$ cat src/rtl/mul_div_unit.sv
// mul_div_unit: iterative radix-2 multiply/divide unit for the EX stage.
//
// Executes MULTU/MULT/DIVU/DIV on WIDTH-bit operands, one step per cycle.
// Signed operations run the unsigned core on operand magnitudes and fix the
// signs of the result on the final step.
//
// Ports:
//   clk_i    - clock, rising edge
//   rst_i    - asynchronous reset, active low
//   req_i    - operation request, taken only in IDLE or DONE
//   op_i     - 00 MULTU, 01 MULT, 10 DIVU, 11 DIV
//   a_i      - multiplicand / dividend
//   b_i      - multiplier / divisor
//   flush_i  - abort; returns to IDLE on the next edge, results untouched
//   busy_o   - operation in flight (RUN)
//   done_o   - one-cycle completion pulse; hi_o/lo_o valid from this cycle
//   div0_o   - last completed operation was a divide by zero
//   hi_o     - product upper half / remainder
//   lo_o     - product lower half / quotient
module mul_div_unit #(
    parameter int unsigned WIDTH = 32
) (
    input  logic             clk_i,
    input  logic             rst_i,
    input  logic             req_i,
    input  logic [1:0]       op_i,
    input  logic [WIDTH-1:0] a_i,
    input  logic [WIDTH-1:0] b_i,
    input  logic             flush_i,
    output logic             busy_o,
    output logic             done_o,
    output logic             div0_o,
    output logic [WIDTH-1:0] hi_o,
    output logic [WIDTH-1:0] lo_o
);

    localparam int unsigned     CntW    = $clog2(WIDTH) + 1;
    localparam logic [CntW-1:0] LastCnt = CntW'(WIDTH - 1);

    typedef enum logic [1:0] {
        StIdle,
        StRun,
        StDone
    } state_e;

    // Architectural state
    state_e            state_q, state_d;
    logic [CntW-1:0]   cnt_q, cnt_d;
    logic              is_div_q, is_div_d;
    logic              neg_res_q, neg_res_d;  // negate product / quotient
    logic              neg_rem_q, neg_rem_d;  // negate remainder
    // {acc_hi, acc_lo} is the 2*WIDTH accumulator. Multiply: product upper
    // half and shifting multiplier. Divide: partial remainder and the
    // dividend shifting out as quotient bits shift in.
    logic [WIDTH-1:0]  acc_hi_q, acc_hi_d;
    logic [WIDTH-1:0]  acc_lo_q, acc_lo_d;
    logic [WIDTH-1:0]  opnd_q, opnd_d;        // multiplicand / divisor magnitude
    logic [WIDTH-1:0]  hi_q, hi_d;
    logic [WIDTH-1:0]  lo_q, lo_d;
    logic              div0_q, div0_d;
    logic              busy_q, busy_d;
    logic              done_q, done_d;

    // Operand preparation
    logic              a_neg, b_neg;
    logic [WIDTH-1:0]  a_mag, b_mag;

    // One iteration step
    logic [WIDTH:0]    mul_sum;
    logic [WIDTH:0]    div_shift;
    logic [WIDTH:0]    div_diff;
    logic [WIDTH-1:0]  step_hi, step_lo;
    logic [2*WIDTH-1:0] prod_mag, prod;
    logic [WIDTH-1:0]  quo, rem;

    always_comb begin : operand_prep
        a_neg = op_i[0] & a_i[WIDTH-1];
        b_neg = op_i[0] & b_i[WIDTH-1];
        a_mag = a_neg ? -a_i : a_i;
        b_mag = b_neg ? -b_i : b_i;
    end

    always_comb begin : step_logic
        // Shift-add: add the multiplicand when the multiplier LSB is set, then
        // shift the whole accumulator right by one.
        mul_sum   = {1'b0, acc_hi_q} + ({1'b0, opnd_q} & {(WIDTH + 1){acc_lo_q[0]}});
        // Restoring division: bring in the next dividend bit and trial-subtract.
        // The partial remainder is below the divisor, so div_shift is below
        // twice the divisor and div_diff[WIDTH] is exactly the borrow.
        div_shift = {acc_hi_q, acc_lo_q[WIDTH-1]};
        div_diff  = div_shift - {1'b0, opnd_q};

        if (is_div_q) begin
            if (!div_diff[WIDTH]) begin
                step_hi = div_diff[WIDTH-1:0];
                step_lo = {acc_lo_q[WIDTH-2:0], 1'b1};
            end else begin
                step_hi = div_shift[WIDTH-1:0];
                step_lo = {acc_lo_q[WIDTH-2:0], 1'b0};
            end
        end else begin
            step_hi = mul_sum[WIDTH:1];
            step_lo = {mul_sum[0], acc_lo_q[WIDTH-1:1]};
        end

        // Sign fix-up applied to the final step's result. MIN / -1 comes out
        // of the magnitude core as 2^(WIDTH-1), which already equals MIN.
        prod_mag = {step_hi, step_lo};
        prod     = neg_res_q ? -prod_mag : prod_mag;
        quo      = neg_res_q ? -step_lo : step_lo;
        rem      = neg_rem_q ? -step_hi : step_hi;
    end

    always_comb begin : next_state
        state_d   = state_q;
        cnt_d     = cnt_q;
        is_div_d  = is_div_q;
        neg_res_d = neg_res_q;
        neg_rem_d = neg_rem_q;
        acc_hi_d  = acc_hi_q;
        acc_lo_d  = acc_lo_q;
        opnd_d    = opnd_q;
        hi_d      = hi_q;
        lo_d      = lo_q;
        div0_d    = div0_q;

        if (flush_i) begin
            // Flush beats everything, including a same-cycle request.
            state_d = StIdle;
        end else begin
            case (state_q)
                StRun: begin
                    acc_hi_d = step_hi;
                    acc_lo_d = step_lo;
                    cnt_d    = cnt_q + CntW'(1);
                    if (cnt_q == LastCnt) begin
                        state_d = StDone;
                        div0_d  = 1'b0;
                        if (is_div_q) begin
                            hi_d = rem;
                            lo_d = quo;
                        end else begin
                            hi_d = prod[2*WIDTH-1:WIDTH];
                            lo_d = prod[WIDTH-1:0];
                        end
                    end
                end
                default: begin
                    // IDLE and DONE are both ready; DONE lasts one cycle.
                    state_d = StIdle;
                    if (req_i) begin
                        is_div_d  = op_i[1];
                        neg_res_d = a_neg ^ b_neg;
                        neg_rem_d = a_neg;
                        cnt_d     = '0;
                        acc_hi_d  = '0;
                        if (op_i[1] && (b_i == '0)) begin
                            // Divide by zero completes immediately.
                            state_d = StDone;
                            hi_d    = a_i;
                            lo_d    = '1;
                            div0_d  = 1'b1;
                        end else if (op_i[1]) begin
                            state_d  = StRun;
                            acc_lo_d = a_mag;
                            opnd_d   = b_mag;
                        end else begin
                            state_d  = StRun;
                            acc_lo_d = b_mag;
                            opnd_d   = a_mag;
                        end
                    end
                end
            endcase
        end

        busy_d = (state_d == StRun);
        done_d = (state_d == StDone);
    end

    always_ff @(posedge clk_i or negedge rst_i) begin
        if (!rst_i) begin
            state_q   <= StIdle;
            cnt_q     <= '0;
            is_div_q  <= 1'b0;
            neg_res_q <= 1'b0;
            neg_rem_q <= 1'b0;
            acc_hi_q  <= '0;
            acc_lo_q  <= '0;
            opnd_q    <= '0;
            hi_q      <= '0;
            lo_q      <= '0;
            div0_q    <= 1'b0;
            busy_q    <= 1'b0;
            done_q    <= 1'b0;
        end else begin
            state_q   <= state_d;
            cnt_q     <= cnt_d;
            is_div_q  <= is_div_d;
            neg_res_q <= neg_res_d;
            neg_rem_q <= neg_rem_d;
            acc_hi_q  <= acc_hi_d;
            acc_lo_q  <= acc_lo_d;
            opnd_q    <= opnd_d;
            hi_q      <= hi_d;
            lo_q      <= lo_d;
            div0_q    <= div0_d;
            busy_q    <= busy_d;
            done_q    <= done_d;
        end
    end

    assign busy_o = busy_q;
    assign done_o = done_q;
    assign div0_o = div0_q;
    assign hi_o   = hi_q;
    assign lo_o   = lo_q;

endmodule

$ cat config.mk
export PLATFORM = sky130hd
export DESIGN_NAME = mul_div_unit
export DESIGN_NICKNAME = d
export VERILOG_FILES = /design/src/rtl/mul_div_unit.sv
export SDC_FILE = /design/constraint.sdc
export NUM_CORES = 1
export LEC_CHECK = 0
export ABC_AREA = 1
export CELL_PAD_IN_SITES_DETAIL_PLACEMENT = 1
export CELL_PAD_IN_SITES_GLOBAL_PLACEMENT = 1
export CORE_MARGIN = 4
export CORE_UTILIZATION = 38
export DETAILED_ROUTE_END_ITERATION = 12
export PLACE_DENSITY = 0.88
export SLEW_MARGIN = 10
export SYNTH_ARGS = -nofsm -noshare
export SYNTH_HDL_FRONTEND = slang
export SYNTH_SLANG_ARGS = --single-unit
$ cat constraint.sdc
create_clock -name clk_i -period 4 [get_ports clk_i]
set_input_delay 0.8 -clock clk_i [delete_from_list [all_inputs] [get_ports clk_i]]
set_output_delay 0.8 -clock clk_i [all_outputs]
set_load 0.03 [all_outputs]
# Word level (Yosys, flattened, before mapping)

Index checks and enable logic that the tools add are counted.

Add/subtract/negate cells: 8
Equal/unequal tests: 6
Mux-type cells: 37
Bitwise operators: 7
Reductions and logical operators: 9

Operators with widths:

| cell                | number |
|---|---|
| $mux 32             | 24 |
| $neg 32->32         | 4 |
| $mux 64             | 1 |
| $neg 64->64         | 1 |
| $add 32x33->33      | 1 |
| $and 32x33->33      | 1 |
| $sub 33x32->33      | 1 |
| $logic_not 32->1    | 1 |
| $mux 6              | 2 |
| $mux 2              | 5 |
| $reduce_and 4->1    | 2 |
| $add 6x1->6 const B | 1 |
| $eq 6x5->1 const B  | 1 |
| $reduce_and 3->1    | 2 |
| $mux 1              | 5 |
| $eq 2x1->1 const B  | 2 |
| $reduce_bool 2->1   | 2 |
| $not 1->1           | 3 |
| $and 1x1->1         | 2 |
| $eq 2x2->1 const B  | 1 |
| $ne 2x1->1 const B  | 1 |
| $ne 2x2->1 const B  | 1 |
| $reduce_and 2->1    | 1 |
| $logic_and 1x1->1   | 1 |
| $xor 1x1->1         | 1 |

Flip-flop bits (word level): 174
Input port bits: 70
Logic and storage cells: 80

# Depth between registers and ports, before layout

Depth after elaboration: 8
Depth in mapped cells: 36

# Worst setup path after synthesis

Ideal clock, no wire load.

Path kind: register to register
Start: register acc_lo_q[31]
End: register hi_q[20] (netlist: hi_o[20])
Setup time: 117 ps
Arrival time: 3934 ps
Slack: -51 ps
Cell stages (with the launch flop): 35
Path buffers: 0
Period minus slack after synthesis: 4051 ps
Cell sequence: dfrtp_1 inv_1 ha_1 inv_1 fa_1 nand2_1 nand2_1 nand3_1 nand2_1 nand2_2 nand2_4 nand2_4 nand2_4 nand2_2 nand2_4 nand2_1 o21ai_2 inv_2 ha_1 inv_1 nor3_2 nand2_1 nor3_2 nand3_1 nor2_1 nand2_1 nand2_1 o211ai_1 nor2_2 o21ai_0 o21bai_1 nand3_1 nand3_1 nand2_1 nand2_1

Cells in the longest elaborated chain, start to end: 8
Elaborated cells on any way between the ends: 12
Those cells by class: 3 x add/sub; 9 x mux

Ends and longest elaborated chain:

| item                                              | RTL line | RTL |
|---|---|---|
| start, declared                                   | 56       | `logic [WIDTH-1:0] acc_lo_q, acc_lo_d;` |
| start signal, assigned                            | 203      | `acc_lo_q <= acc_lo_d;` |
| $sub 33x32->33                                    | 91       | `div_diff = div_shift - {1'b0, opnd_q};` |
| $mux 1 / $mux 32 (equally long branches)          | 94       | `if (!div_diff[WIDTH]) begin` |
| $mux 32                                           | 93       | `if (is_div_q) begin` |
| $neg 64->64 / $neg 32->32 (equally long branches) | 109, 111 |  |
| $mux 64 / $mux 32 (equally long branches)         | 109, 111 |  |
| $mux 32 (*)                                       | 139      | `if (is_div_q) begin` |
| $mux 32 (*)                                       | 136      | `if (cnt_q == LastCnt) begin` |
| $mux 32 (*)                                       | 131      | `case (state_q)` |
| end signal, assigned                              | 205      | `hi_q <= hi_d;` |
| end, declared                                     | 58       | `logic [WIDTH-1:0] hi_q, hi_d;` |

Every way passes the cells marked *; elsewhere a longest branch is shown, timed or not. The select of a mux whose other input is x is not followed.
A chain may end at the register's enable or synchronous reset.

# Worst setup path after layout

Start: register acc_lo_q[31]
End: register hi_q[8] (netlist: hi_o[8])

Same word-level chain as after synthesis.

==> impl_metrics.py <==
metrics = {
    "power": {
        "power_uw": 18000,
        "p_per_area_nw_per_um2": 760.9,
        "power_leakage_uw": 0.01210,
        "irDropWorstVdd_mv": 0.5183,
    },
    "sta": {
        "worst_pin_slew_ps": 996.2,
        "rsz0062_at_grt": "yes",
        "slew_violations": 0,
        "final.setup.tns_ps": -5912,
        "clock_skew_ps": 14.35,
        "finalWorstSetupSlack_ps": -369.5,
        "setup_viol": 29,
        "max_freq_mhz": 228.9,
        "period_share_pct": 109.2,
        "max_slew_margin_pct": 33.43,
        "period_minus_slack_ps": 4370,
        "hold_viol": 0,
    },
    "detailed_routing": {
        "drc": 0,
        "drt-vias-per-instance": 5.854,
        "drtAntennaViolNets": 0,
        "first_pass_iters": 6,
        "avgRoutedWirePerCell_um": 24.73,
        "vias": 23457,
        "wl_mm": 99.09,
        "drtIter0Drc": 2577,
    },
    "cts": {
        "clk_pin_slew_ps": 80,
        "cts.path.max_buffers": 2,
        "numCtsBuffers": 17,
        "insertion_delay_ps": 490,
        "cts_tree": "yes",
        "cts.sinks": 174,
        "h-tree-depth": 4,
        "cts-root-buf": "clkbuf_16",
    },
    "place": {
        "hpwl_mm": 77.19,
        "io_buffers": 136,
        "pre_cts_slack_ps": -666.1,
        "finalWeightedCongestion": 1.052,
    },
    "yosys": {
        "yosys_warnings": 0,
        "yosysSeqAreaShare_pct": 24.62,
        "netlist.area_leader.share_pct": 24.62,
        "yosys.area.top_type": "dfrtp_1",
        "synth_area_um2": 17690,
        "synthArstFlopShare_pct": 100.0,
        "synth_edf_count": 0,
        "synth_cells": 2939,
        "ys_seq_elements": 174,
        "synthFlopType": "dfrtp_1",
        "synth_cell_types": 65,
        "synth.avg_cell_area_um2": 6.018,
        "ys_top_cells_by_area": "dfrtp_1 (25%), nand2_1 (19%), inv_1 (8.9%)",
        "synth_fp_nets": 3080,
    },
    "critical_path": {
        "cp_top_family": "simple AND/OR/NAND/NOR gates",
        "cp_num_cells": 37,
        "required_ps": 4420,
        "crit_fanout": 4,
        "cp_slowest_stage_delay_ps": 390,
        "start_kind": "flop",
        "setup.worst_path.end_class": "flop",
        "worst-setup-path-type": "reg -> reg",
        "reg2reg_depth": 37,
        "crit_top_cell": "nand2_2",
        "path_buf_inv": 7,
        "crit_slowest_cell": "dfrtp_1",
        "cp.arrival_ps": 4790,
    },
    "final_layout": {
        "layout_commonest_cell": "nand2_1",
        "nets": 3533,
        "n_fill_cell": 6216,
        "final_cell_mix": "nand2_1 (853), inv_1 (409), buf_4 (383)",
        "drive_above_1_share_pct": 18.48,
        "final_util_pct": 51.79,
        "syn_to_final_growth_pct": 33.76,
    },
    "run": {
        "drv_cap": 0,
    },
    "floorplanning": {
        "dieHeight_um": 223.7,
        "die-area_um2": 50060,
        "die_x_um": 223.7,
        "fp-row-count": 78,
        "core_um2": 45670,
        "ios": 137,
        "start_util_pct": 38.72,
    },
    "grt": {
        "grt_max_degree": 84,
        "grt_pass1_vias": 24145,
        "grt_first_pass_wirelength_mm": 145.5,
        "grt_use_total_pct": 37.76,
        "gr-total-overflow": 0,
        "antenna_found_initial": 5,
    },
    "outcome": {
        "status": "complete, but fails checks",
        "failed_checks": "negative setup slack",
    },
    "min_path": {
        "worstHoldPathType": "in -> async",
    },
}
path summary, 6_finish.rpt:
path                                               start                  endpoint  slack [ps]
worst min register to register      hi_o[21]$_DFFE_PN0P_      hi_o[21]$_DFFE_PN0P_         490
min in group clk_i                  hi_o[21]$_DFFE_PN0P_      hi_o[21]$_DFFE_PN0P_         490
worst max-delay path            acc_lo_q[31]$_DFFE_PN0P_       hi_o[8]$_DFFE_PN0P_        -370
max in group asynchronous                          rst_i  acc_hi_q[18]$_DFFE_PN0P_        2670
worst min-delay path                               rst_i       lo_o[9]$_DFFE_PN0P_         340
worst max register to register  acc_lo_q[31]$_DFFE_PN0P_       hi_o[8]$_DFFE_PN0P_        -370
state kept, by name, indices dropped and copies added (netlist names):
name and flops:
acc_hi_q 32, acc_lo_q 32, busy_o 1, cnt_q 6, div0_o 1, done_o 1, hi_o 32, is_div_q 1
lo_o 32, neg_rem_q 1, neg_res_q 1, opnd_q 32, state_q 2
cells by family (layout without fill, tap and decap cells):
| group | Yosys count | count (layout) | share of synthesized area (%) |
|---|---|---|---|
| AOI/OAI and AO/OA | 531 | 531 | 17.33 |
| xor gates and xnor gates | 89 | 89 | 4.408 |
| adders and majority gates | 71 | 71 | 5.108 |
| buffers and inverters | 537 | 1002 | 11.84 |
| DFF | 174 | 174 | 24.62 |
| muxes | 1 | 1 | 0.05660 |
| other | 0 | 3 | 0 |
| and+or+nand+nor | 1536 | 1536 | 36.63 |
power breakdown:
part           total (µW)  switching, µW  leakage [µW]  internal (µW)
clock network        1730            908      0.000264            821
logic               13500           8500       0.00972           4980
registers            2800            464       0.00212           2330
total               18000           9870        0.0121           8130
what timing repair did:
item,in CTS,in global routing
pin swaps,27,54
endpoints found under the setup margin,34,40
resized for setup,38,117
cloned,0,1
hold buffers,0,0
buffers inserted,27,27
final cells by class:
type                    count  area [µm²]  area share, %
diodes                      3       7.507        0.03173
clock buffers              19       432.9          1.830
clock inverters            12       112.6         0.4760
inverters                 434        1643          6.945
multi-input cells        2228       11820          49.98
flip-flops and latches    174        4359          18.43
well taps                 600       750.7          3.173
repair buffers            537        4528          19.14
layer usage:
metal,track usage (%),vias up,part of all wire (%)
met5,0,-,0.0071
met4,24.02,2,8.0
met3,7.627,394,8.4
met2,61.10,1305,45
met1,46.04,11369,39
li1,-,10387,-
per-stage QoR:
stage | instance area [µm²] | instances | hold WS [ps]
final | 23660 | 4007 | 344.0
after global routing | 23650 | 4004 | 409.1
after CTS | 22980 | 3981 | 404.5
after detailed placement | 22120 | 3923 | 474.3
after global placement | 22120 | 3923 | 464.9
after floorplan | 17720 | 2939 | 458.8
cell usage after synthesis (3+ instances only):
| library cell | n |
|---|---|
| a211oi_1 | 8 |
| a21o_1 | 5 |
| a21oi_1 | 136 |
| a21oi_2 | 6 |
| a2bb2oi_1 | 3 |
| a31oi_1 | 8 |
| buf_1 | 13 |
| buf_2 | 14 |
| buf_4 | 3 |
| buf_6 | 5 |
| clkbuf_1 | 67 |
| clkinv_1 | 5 |
| dfrtp_1 | 174 |
| ha_1 | 69 |
| inv_1 | 419 |
| inv_2 | 9 |
| nand2_1 | 900 |
| nand2_2 | 16 |
| nand2_4 | 6 |
| nand3_1 | 211 |
| nand3_2 | 4 |
| nand3b_1 | 15 |
| nand4_1 | 25 |
| nor2_1 | 270 |
| nor2_2 | 14 |
| nor3_1 | 35 |
| nor4_1 | 14 |
| o211ai_1 | 29 |
| o21a_1 | 8 |
| o21ai_0 | 218 |
| o21ai_1 | 12 |
| o21ai_2 | 3 |
| o21bai_1 | 11 |
| o221ai_1 | 6 |
| o22a_1 | 6 |
| o22ai_1 | 51 |
| o31ai_1 | 5 |
| o41ai_1 | 3 |
| or2_1 | 3 |
| or2_2 | 11 |
| xnor2_1 | 19 |
| xor2_1 | 70 |
Note: power is estimated with default switching activity, not from simulation.
